### src/rtl/list_walker.sv
// rtl/list_walker.sv - linked-list traversal engine emitting node payload beats
module list_walker #(
    parameter int              MEM_SIZE  = 512,
    parameter int              WORD      = 24,
    parameter int              AW        = $clog2(MEM_SIZE),
    parameter int              MAX_NODES = 128,
    parameter logic [WORD-1:0] NULL_PTR  = 24'hFFFFFF
) (
    input  logic            clk,
    input  logic            rst_n,
    input  logic            start,
    input  logic            abort,
    input  logic            dir,
    input  logic [AW-1:0]   head,
    output logic [AW-1:0]   A1,
    output logic [AW-1:0]   A2,
    input  logic [WORD-1:0] D1,
    input  logic [WORD-1:0] D2,
    output logic            out_valid,
    input  logic            out_ready,
    output logic [WORD-1:0] out_x,
    output logic [WORD-1:0] out_y,
    output logic            out_last,
    output logic            busy,
    output logic            done,
    output logic            err,
    output logic [7:0]      node_count
);

    typedef enum logic [2:0] {
        S_IDLE, S_FETCH_DATA, S_FETCH_LINK, S_EMIT, S_DONE, S_ERROR
    } state_t;

    // Highest base address whose four node words still fit in memory.
    localparam logic [AW-1:0] MAX_BASE = AW'(MEM_SIZE - 4);
    localparam logic [7:0]    MAX_CNT  = 8'(MAX_NODES);

    state_t          r_state;
    logic [AW-1:0]   r_cur;
    logic [WORD-1:0] r_link;
    logic            r_dir;
    logic [AW-1:0]   r_a1;
    logic [AW-1:0]   r_a2;
    logic            r_out_valid;
    logic [WORD-1:0] r_out_x;
    logic [WORD-1:0] r_out_y;
    logic            r_out_last;
    logic            r_busy;
    logic            r_done;
    logic            r_err;
    logic [7:0]      r_node_count;

    logic [WORD-1:0] w_link_sel;
    logic            w_link_ok;
    logic            w_head_ok;
    logic            w_hs;
    logic [7:0]      w_cnt_inc;
    logic [AW-1:0]   w_next_base;

    // Link fetched this cycle and its legality; the upper bits must be clear
    // so a wide garbage value cannot alias onto a legal address.
    always_comb begin
        w_link_sel  = r_dir ? D2 : D1;
        w_link_ok   = (w_link_sel[WORD-1:AW] == '0) && (w_link_sel[AW-1:0] <= MAX_BASE);
        w_head_ok   = (head <= MAX_BASE);
        w_hs        = r_out_valid && out_ready;
        w_cnt_inc   = r_node_count + 8'd1;
        w_next_base = r_link[AW-1:0];
    end

    // Traversal FSM; every output is registered alongside the state.
    always_ff @(posedge clk) begin
        if (!rst_n) begin
            r_state      <= S_IDLE;
            r_cur        <= '0;
            r_link       <= '0;
            r_dir        <= 1'b0;
            r_a1         <= '0;
            r_a2         <= '0;
            r_out_valid  <= 1'b0;
            r_out_x      <= '0;
            r_out_y      <= '0;
            r_out_last   <= 1'b0;
            r_busy       <= 1'b0;
            r_done       <= 1'b0;
            r_err        <= 1'b0;
            r_node_count <= '0;
        end else if (r_state != S_IDLE && abort) begin
            // Abort wins over a same-cycle handshake: the beat is dropped.
            r_state     <= S_IDLE;
            r_a1        <= '0;
            r_a2        <= '0;
            r_out_valid <= 1'b0;
            r_busy      <= 1'b0;
            r_done      <= 1'b0;
        end else begin
            case (r_state)
                S_IDLE: begin
                    r_a1   <= '0;
                    r_a2   <= '0;
                    r_done <= 1'b0;
                    if (start) begin
                        r_cur        <= head;
                        r_dir        <= dir;
                        r_node_count <= '0;
                        r_busy       <= 1'b1;
                        if (w_head_ok) begin
                            r_err   <= 1'b0;
                            r_a1    <= head + AW'(2);
                            r_a2    <= head + AW'(3);
                            r_state <= S_FETCH_DATA;
                        end else begin
                            r_err   <= 1'b1;
                            r_done  <= 1'b1;
                            r_state <= S_ERROR;
                        end
                    end
                end
                S_FETCH_DATA: begin
                    r_out_x <= D1;
                    r_out_y <= D2;
                    r_a1    <= r_cur;
                    r_a2    <= r_cur + AW'(1);
                    r_state <= S_FETCH_LINK;
                end
                S_FETCH_LINK: begin
                    r_link <= w_link_sel;
                    r_a1   <= '0;
                    r_a2   <= '0;
                    if (w_link_sel == NULL_PTR) begin
                        r_out_last  <= 1'b1;
                        r_out_valid <= 1'b1;
                        r_state     <= S_EMIT;
                    end else if (w_link_ok) begin
                        r_out_last  <= 1'b0;
                        r_out_valid <= 1'b1;
                        r_state     <= S_EMIT;
                    end else begin
                        r_err   <= 1'b1;
                        r_done  <= 1'b1;
                        r_state <= S_ERROR;
                    end
                end
                S_EMIT: begin
                    if (w_hs) begin
                        r_out_valid  <= 1'b0;
                        r_node_count <= w_cnt_inc;
                        if (r_out_last) begin
                            r_done  <= 1'b1;
                            r_state <= S_DONE;
                        end else if (w_cnt_inc == MAX_CNT) begin
                            // Too many nodes: treat as a cyclic or runaway list.
                            r_err   <= 1'b1;
                            r_done  <= 1'b1;
                            r_state <= S_ERROR;
                        end else begin
                            r_cur   <= w_next_base;
                            r_a1    <= w_next_base + AW'(2);
                            r_a2    <= w_next_base + AW'(3);
                            r_state <= S_FETCH_DATA;
                        end
                    end
                end
                S_DONE, S_ERROR: begin
                    r_done  <= 1'b0;
                    r_busy  <= 1'b0;
                    r_state <= S_IDLE;
                end
                default: begin
                    r_busy  <= 1'b0;
                    r_done  <= 1'b0;
                    r_state <= S_IDLE;
                end
            endcase
        end
    end

    assign A1         = r_a1;
    assign A2         = r_a2;
    assign out_valid  = r_out_valid;
    assign out_x      = r_out_x;
    assign out_y      = r_out_y;
    assign out_last   = r_out_last;
    assign busy       = r_busy;
    assign done       = r_done;
    assign err        = r_err;
    assign node_count = r_node_count;

endmodule

### config.mk
export PLATFORM = sky130hd
export DESIGN_NAME = list_walker
export DESIGN_NICKNAME = d
export VERILOG_FILES = /design/src/rtl/list_walker.sv
export SDC_FILE = /design/constraint.sdc
export NUM_CORES = 1
export LEC_CHECK = 0
export BUFFER_PORTS_ARGS = -buffer_cell sky130_fd_sc_hd__buf_4
export CAP_MARGIN = 20
export CORE_MARGIN = 2
export CORE_UTILIZATION = 29
export CTS_BUF_LIST = sky130_fd_sc_hd__clkbuf_8
export DETAILED_ROUTE_END_ITERATION = 8
export SKIP_CTS_REPAIR_TIMING = 1
export SYNTH_ARGS = -nofsm -noshare
export SYNTH_HDL_FRONTEND = slang
export SYNTH_SLANG_ARGS = --single-unit
### constraint.sdc
create_clock -name clk -period 4.22 [get_ports clk]
set_input_delay 0.844 -clock clk [delete_from_list [all_inputs] [get_ports clk]]
set_output_delay 0.844 -clock clk [all_outputs]
set_load 0.02 [all_outputs]
---- Word level (Yosys, flattened, before mapping) ----
Index checks and enable logic that the tools add are counted.
cells by class
  equal/unequal tests ..................... 14
  muxes and demuxes ....................... 49
  add/sub/neg operators ................... 6
  reduce and logical (&&, ||, !) cells .... 25
  bitwise logic cells ..................... 4
  $lt $le $gt $ge ......................... 2
operator list
  cell                                                                   number
  9-bit two-way mux                                                      14
  9-bit one-hot mux with 4 select lines                                  2
  9-bit by 2-bit adder with 9-bit output, second input constant          4
  24-bit equality test, second input constant                            1
  24-bit two-way mux                                                     1
  3-bit two-way mux                                                      7
  9-bit <= comparator, second input constant                             2
  9-bit one-hot mux with 2 select lines                                  1
  1-bit two-way mux                                                      16
  8-bit two-way mux                                                      2
  8-bit one-hot mux with 2 select lines                                  1
  15-bit zero test                                                       1
  2-bit != test, second input constant                                   7
  3-bit one-hot mux with 4 select lines                                  1
  9-bit by 1-bit adder with 9-bit output, second input constant          1
  3-bit AND reduction                                                    3
  8-bit by 1-bit adder with 8-bit output, second input constant          1
  8-bit equality test, second input constant                             1
  2-bit AND reduction                                                    4
  4-bit AND reduction                                                    2
  8-bit AND reduction                                                    1
  3-bit by 2-bit equality test with 1-bit output, second input constant  2
  3-bit != test, second input constant                                   2
  6-bit AND reduction                                                    1
  other kinds (13)                                                       22
word-level totals
  flip-flop bits (word level) ............. 101
  logic and storage cells ................. 114
  output and inout bits ................... 79
  bits of input ports ..................... 63

---- Longest topological paths before layout ----
  depth after elaboration ................. 6
  depth in mapped cells ................... 9
  gate-level depth less buffers ........... 8

---- Least setup slack after synthesis ----
No wires, ideal clock.
  kind .................................... input -> register
  start ................................... in head[3]
  end ..................................... reg r_a1[5], in the netlist A1[5]
  stages .................................. 8
  path buffers ............................ 2
  slack ................................... 1850 ps
  arrival ................................. 2233 ps
  library setup time ...................... 137 ps
  cell sequence ........................... buf_2 and4_1 nand3_1 o21ai_2 nor2_1 buf_2 a222oi_1 a211oi_2
on the way
  longest elaborated chain between the ends .. 4
  elaborated cells between the ends (all ways) .. 5
RTL lines
  element                                                                               line     source
  start: declaration                                                                    14       input logic [AW-1:0] head,
  9-bit by 2-bit adder with 9-bit output / 9-bit <= comparator (equally long branches)  109, 65
  9-bit two-way mux (*)                                                                 107      if (w_head_ok) begin
  9-bit two-way mux (*)                                                                 102      if (start) begin
  9-bit one-hot mux with 4 select lines (*)                                             97       case (r_state)
  end signal: assignment                                                                109      r_a1 <= head + AW'(2);
  end signal: assignment                                                                122      r_a1 <= r_cur;
  end signal: assignment                                                                158      r_a1 <= w_next_base + AW'(2);
  end: declaration                                                                      42       logic [AW-1:0] r_a1;
Mark *: on every way between the ends. The rest lies on a longest branch, timed or not.
A chain may end at the register's enable or synchronous reset.

---- Final worst setup path ----
  start ................................... reg r_node_count[0], in the netlist node_count[0]
  end ..................................... reg r_a1[5], in the netlist A1[5]
on the way
  longest elaborated chain between the ends .. 4
RTL lines
  element                                 line  source
  start: declaration                      51    logic [7:0] r_node_count;
  start signal: assignment                147   r_node_count <= w_cnt_inc;
  8-bit by 1-bit adder with 8-bit output  67    w_cnt_inc = r_node_count + 8'd1;
  8-bit equality test                     151   end else if (w_cnt_inc == MAX_CNT) begin
  2-bit != test (no source line)          --
  4-bit AND reduction (no source line)    --
Every way passes these cells.

==> flow_metrics.py <==
metrics = {
    "power_and_ir_drop": {
        "switchingPower_mw": 0.786,
        "p_int_mw": 1.55,
        "power_leakage_nw": 2.90,
        "switching_share_pct": 33.6,
        "combPwrFrac_pct": 24.3,
        "ir_drop_mv": 0.143,
        "power_frac_clock_pct": 29.0,
        "powerDensity_nw_per_um2": 344,
        "seqPwrFrac_pct": 46.7,
    },
    "finish": {
        "multi_input_comb_area_um2": 3110,
        "seq_area_um2": 2020,
        "n_antenna_cell": 0,
        "final_nets": 848,
        "final.fill_count": 1933,
        "area_growth_pct": 26.9,
        "drive_gt1_share_pct": 24.5,
        "postLayoutCoreUtil_pct": 37.7,
    },
    "yosys": {
        "syn_area_um2": 5360,
        "synthXorXnorAreaFrac_pct": 5.56,
        "synth_top_family_by_area": "simple AND/OR/NAND/NOR gates",
        "synth_compound_gate_area_share_pct": 23.7,
        "synth-edff-count": 0,
        "synth.most_common_cell": "nand2_1",
        "synth.avg_cell_area_um2": 8.11,
        "synthFlopType": "dfxtp_1",
        "muxShareOfSynthArea_pct": 1.87,
        "synthSimpleGateAreaFrac_pct": 24.4,
        "synth_cells": 661,
        "ys_types": 54,
        "synth_nets": 734,
        "synthTopCellsByCount": "nand2_1 (158), dfxtp_1 (101), nor2_1 (51), a21boi_0 (50), clkbuf_1 (32)",
        "synth_top_area_cell": "dfxtp_1",
        "synth_warnings": 0,
        "synth_fa_ha_area_share_pct": 2.33,
        "ys_seq_elements": 101,
        "synth_top_cell_area_share_pct": 37.7,
        "ys_seq_area_share_pct": 37.7,
        "async_flop_share_pct": 0,
        "ys_top_cells_by_area": "dfxtp_1 (38%), nand2_1 (11%), a21boi_0 (7.0%), nor2_1 (3.6%), o211a_1 (3.5%)",
    },
    "global_routing": {
        "grt_pass1_wl_um": 25900,
        "overflow": 0,
        "grt_usage_pct": 16.4,
        "grt_antenna_before_repair": 0,
        "grt_pass1_vias": 4843,
        "grt_max_degree": 53,
    },
    "floorplanning": {
        "dieHeight_um": 140,
        "ios": 142,
        "dieArea_um2": 19600,
        "fp.dieW_um": 140,
        "initial_core_util_pct": 29.7,
        "rows": 49,
        "core_um2": 18000,
    },
    "cts": {
        "numCtsBuffers": 9,
        "h-tree-depth": 3,
        "clk_pin_slew_worst_paths_ns": 0.11,
        "clk_path_buf_depth": 2,
        "clk_latency_ns": 0.39,
        "numClockSinks": 101,
        "tritoncts": "done",
        "root_buffer": "clkbuf_8",
    },
    "setup_path": {
        "cp.arrival_ns": 3.09,
        "crit_path_start_kind": "register",
        "cp_max_fo": 34,
        "cp.required_ns": 4.53,
        "crit_path_max_incr_delay_ns": 0.80,
        "slowest_stage": "a21oi_4",
        "crit_type": "register to register",
        "end_kind": "register",
        "cp_cell_sequence": "ha_1 > nand3_2 > or3_4 > o211ai_2 > o21ai_2 > a21oi_4 > nor2_1 > a211oi_2",
        "rr_worst_depth": 8,
    },
    "run": {
        "maxCapViolations": 0,
    },
    "timing": {
        "drv_slew": 0,
        "setup_viol": 0,
        "finalClockSkew_ns": 0.0220,
        "setup_tns_ns": 0,
        "hold_slack_ns": 0.469,
        "rsz0062_at_grt": "no",
        "max_freq_ghz": 0.361,
        "timing.slew.headroom_pct": 33.2,
        "fin_crit_sh_pct": 65.7,
        "final_hold_viol_count": 0,
        "fin_crit_ns": 2.77,
        "worst_pin_slew_ns": 1.00,
    },
    "worst_hold_path": {
        "hold_class": "register to register",
        "min_path_cells": 2,
    },
    "place": {
        "dp_hpwl_um": 11900,
        "port_buffers": 141,
        "place.gp.congestion": 0.832,
    },
    "drt": {
        "drt_wl_total_um": 16200,
        "ant_nets": 0,
        "drc_errors": 0,
        "vias": 5077,
        "first_iter_violations": 393,
        "post_drt_wl_per_cell_um": 16.0,
        "avgViaCountPerCell": 5.03,
        "drt-pass1-iter-count": 7,
    },
    "status": {
        "status": "finished clean",
    },
}
==> sequential cells by signal (all words and copies together) (netlist names), 3 cells and up <==
name and count:
r_cur 9, r_link 9, A1 9, node_count 8
A2 9, out_y 24, r_state 3, out_x 24
==> worst paths after layout <==
kind	start	endpoint	slack, ns
worst max-delay path	node_count[0]	A1[5]	1.45
worst min-delay path	out_x[1]	out_x[1]	0.47
worst min register to register	out_x[1]	out_x[1]	0.47
worst max register to register	node_count[0]	A1[5]	1.45
==> cells in the final DEF, fill, tap and decap left out, types with 3 or more instances in the layout <==
master    synthesis  final
a211oi_2         13     13
a21boi_0         50     50
a21oi_1          18     18
a222oi_1         13     13
a22oi_1           4      4
and2_1            4      4
buf_4             2    147
clkbuf_8          0      9
dfxtp_1         101    101
ha_1             10     10
inv_1             9      9
mux2i_1          10     10
nand2_1         158    157
nand2b_1          6      6
nand3_1          27     27
nand4_1          13     13
nor2_1           51     50
nor2b_1           7      7
nor3_1            9      9
nor4_1            8      8
o211a_1          19     19
o211ai_1          4      4
o21ai_0          11     10
o21ai_2           3      4
o22ai_1           4      4
or3_1             3      3
xnor2_1          15     15
xor2_1           19     19
==> kinds of logic after synthesis <==
family	count (synthesis)
compound gates	155
xor+xnor	34
fa+ha+maj	10
buf+inv	54
flops	101
mux	10
simple gates	297
==> power groups by stage <==
stage / registers, mW / logic, mW / clock network (mW)
2_1_floorplan: 1.16 / 0.297 / 0
3_5_place_dp: 1.11 / 0.572 / 0
6_report: 1.09 / 0.568 / 0.680
5_1_grt: 1.10 / 0.623 / 0.740
3_3_place_gp: 1.11 / 0.568 / 0
4_1_cts: 1.09 / 0.573 / 0.708
==> cell type report <==
class                      count  share of cell area, %
multi-input combinational    506                   45.8
sequential                   101                   29.7
timing repair buffer         148                   16.5
tap                          229                   4.21
clock buffer                   9                   1.82
clock inverter                 7                   1.44
inverter                       9                  0.497
==> through the flow <==
step | instance area, um2 | worst slack (ns) | power (mW) | cells
6_report | 6800 | 1.45 | 2.34 | 1009
5_1_grt | 6800 | 1.17 | 2.47 | 1009
4_1_cts | 6800 | 1.41 | 2.37 | 1009
3_5_place_dp | 6580 | 1.40 | 1.69 | 993
3_3_place_gp | 6560 | 1.49 | 1.68 | 992
2_1_floorplan | 5360 | 1.85 | 1.45 | 661
==> metal layers <==
metal / GRT usage (%) / up-vias / routed length (um)
li1: - / 2552 / -
met1: 21.6 / 2345 / 7330
met2: 26.6 / 153 / 7690
met3: 3.21 / 27 / 777
met4: 6.58 / 0 / 386
met5: 0 / - / 0
==> critical path: cells and delay by family (launching register included) <==
kind / cells / cell delay, ns
AOI/OAI and AO/OA: 4 / 1.27
and+or+nand+nor: 3 / 0.66
DFF: 1 / 0.48
adders and majority gates: 1 / 0.30
Power figures use the tool's default switching activity.
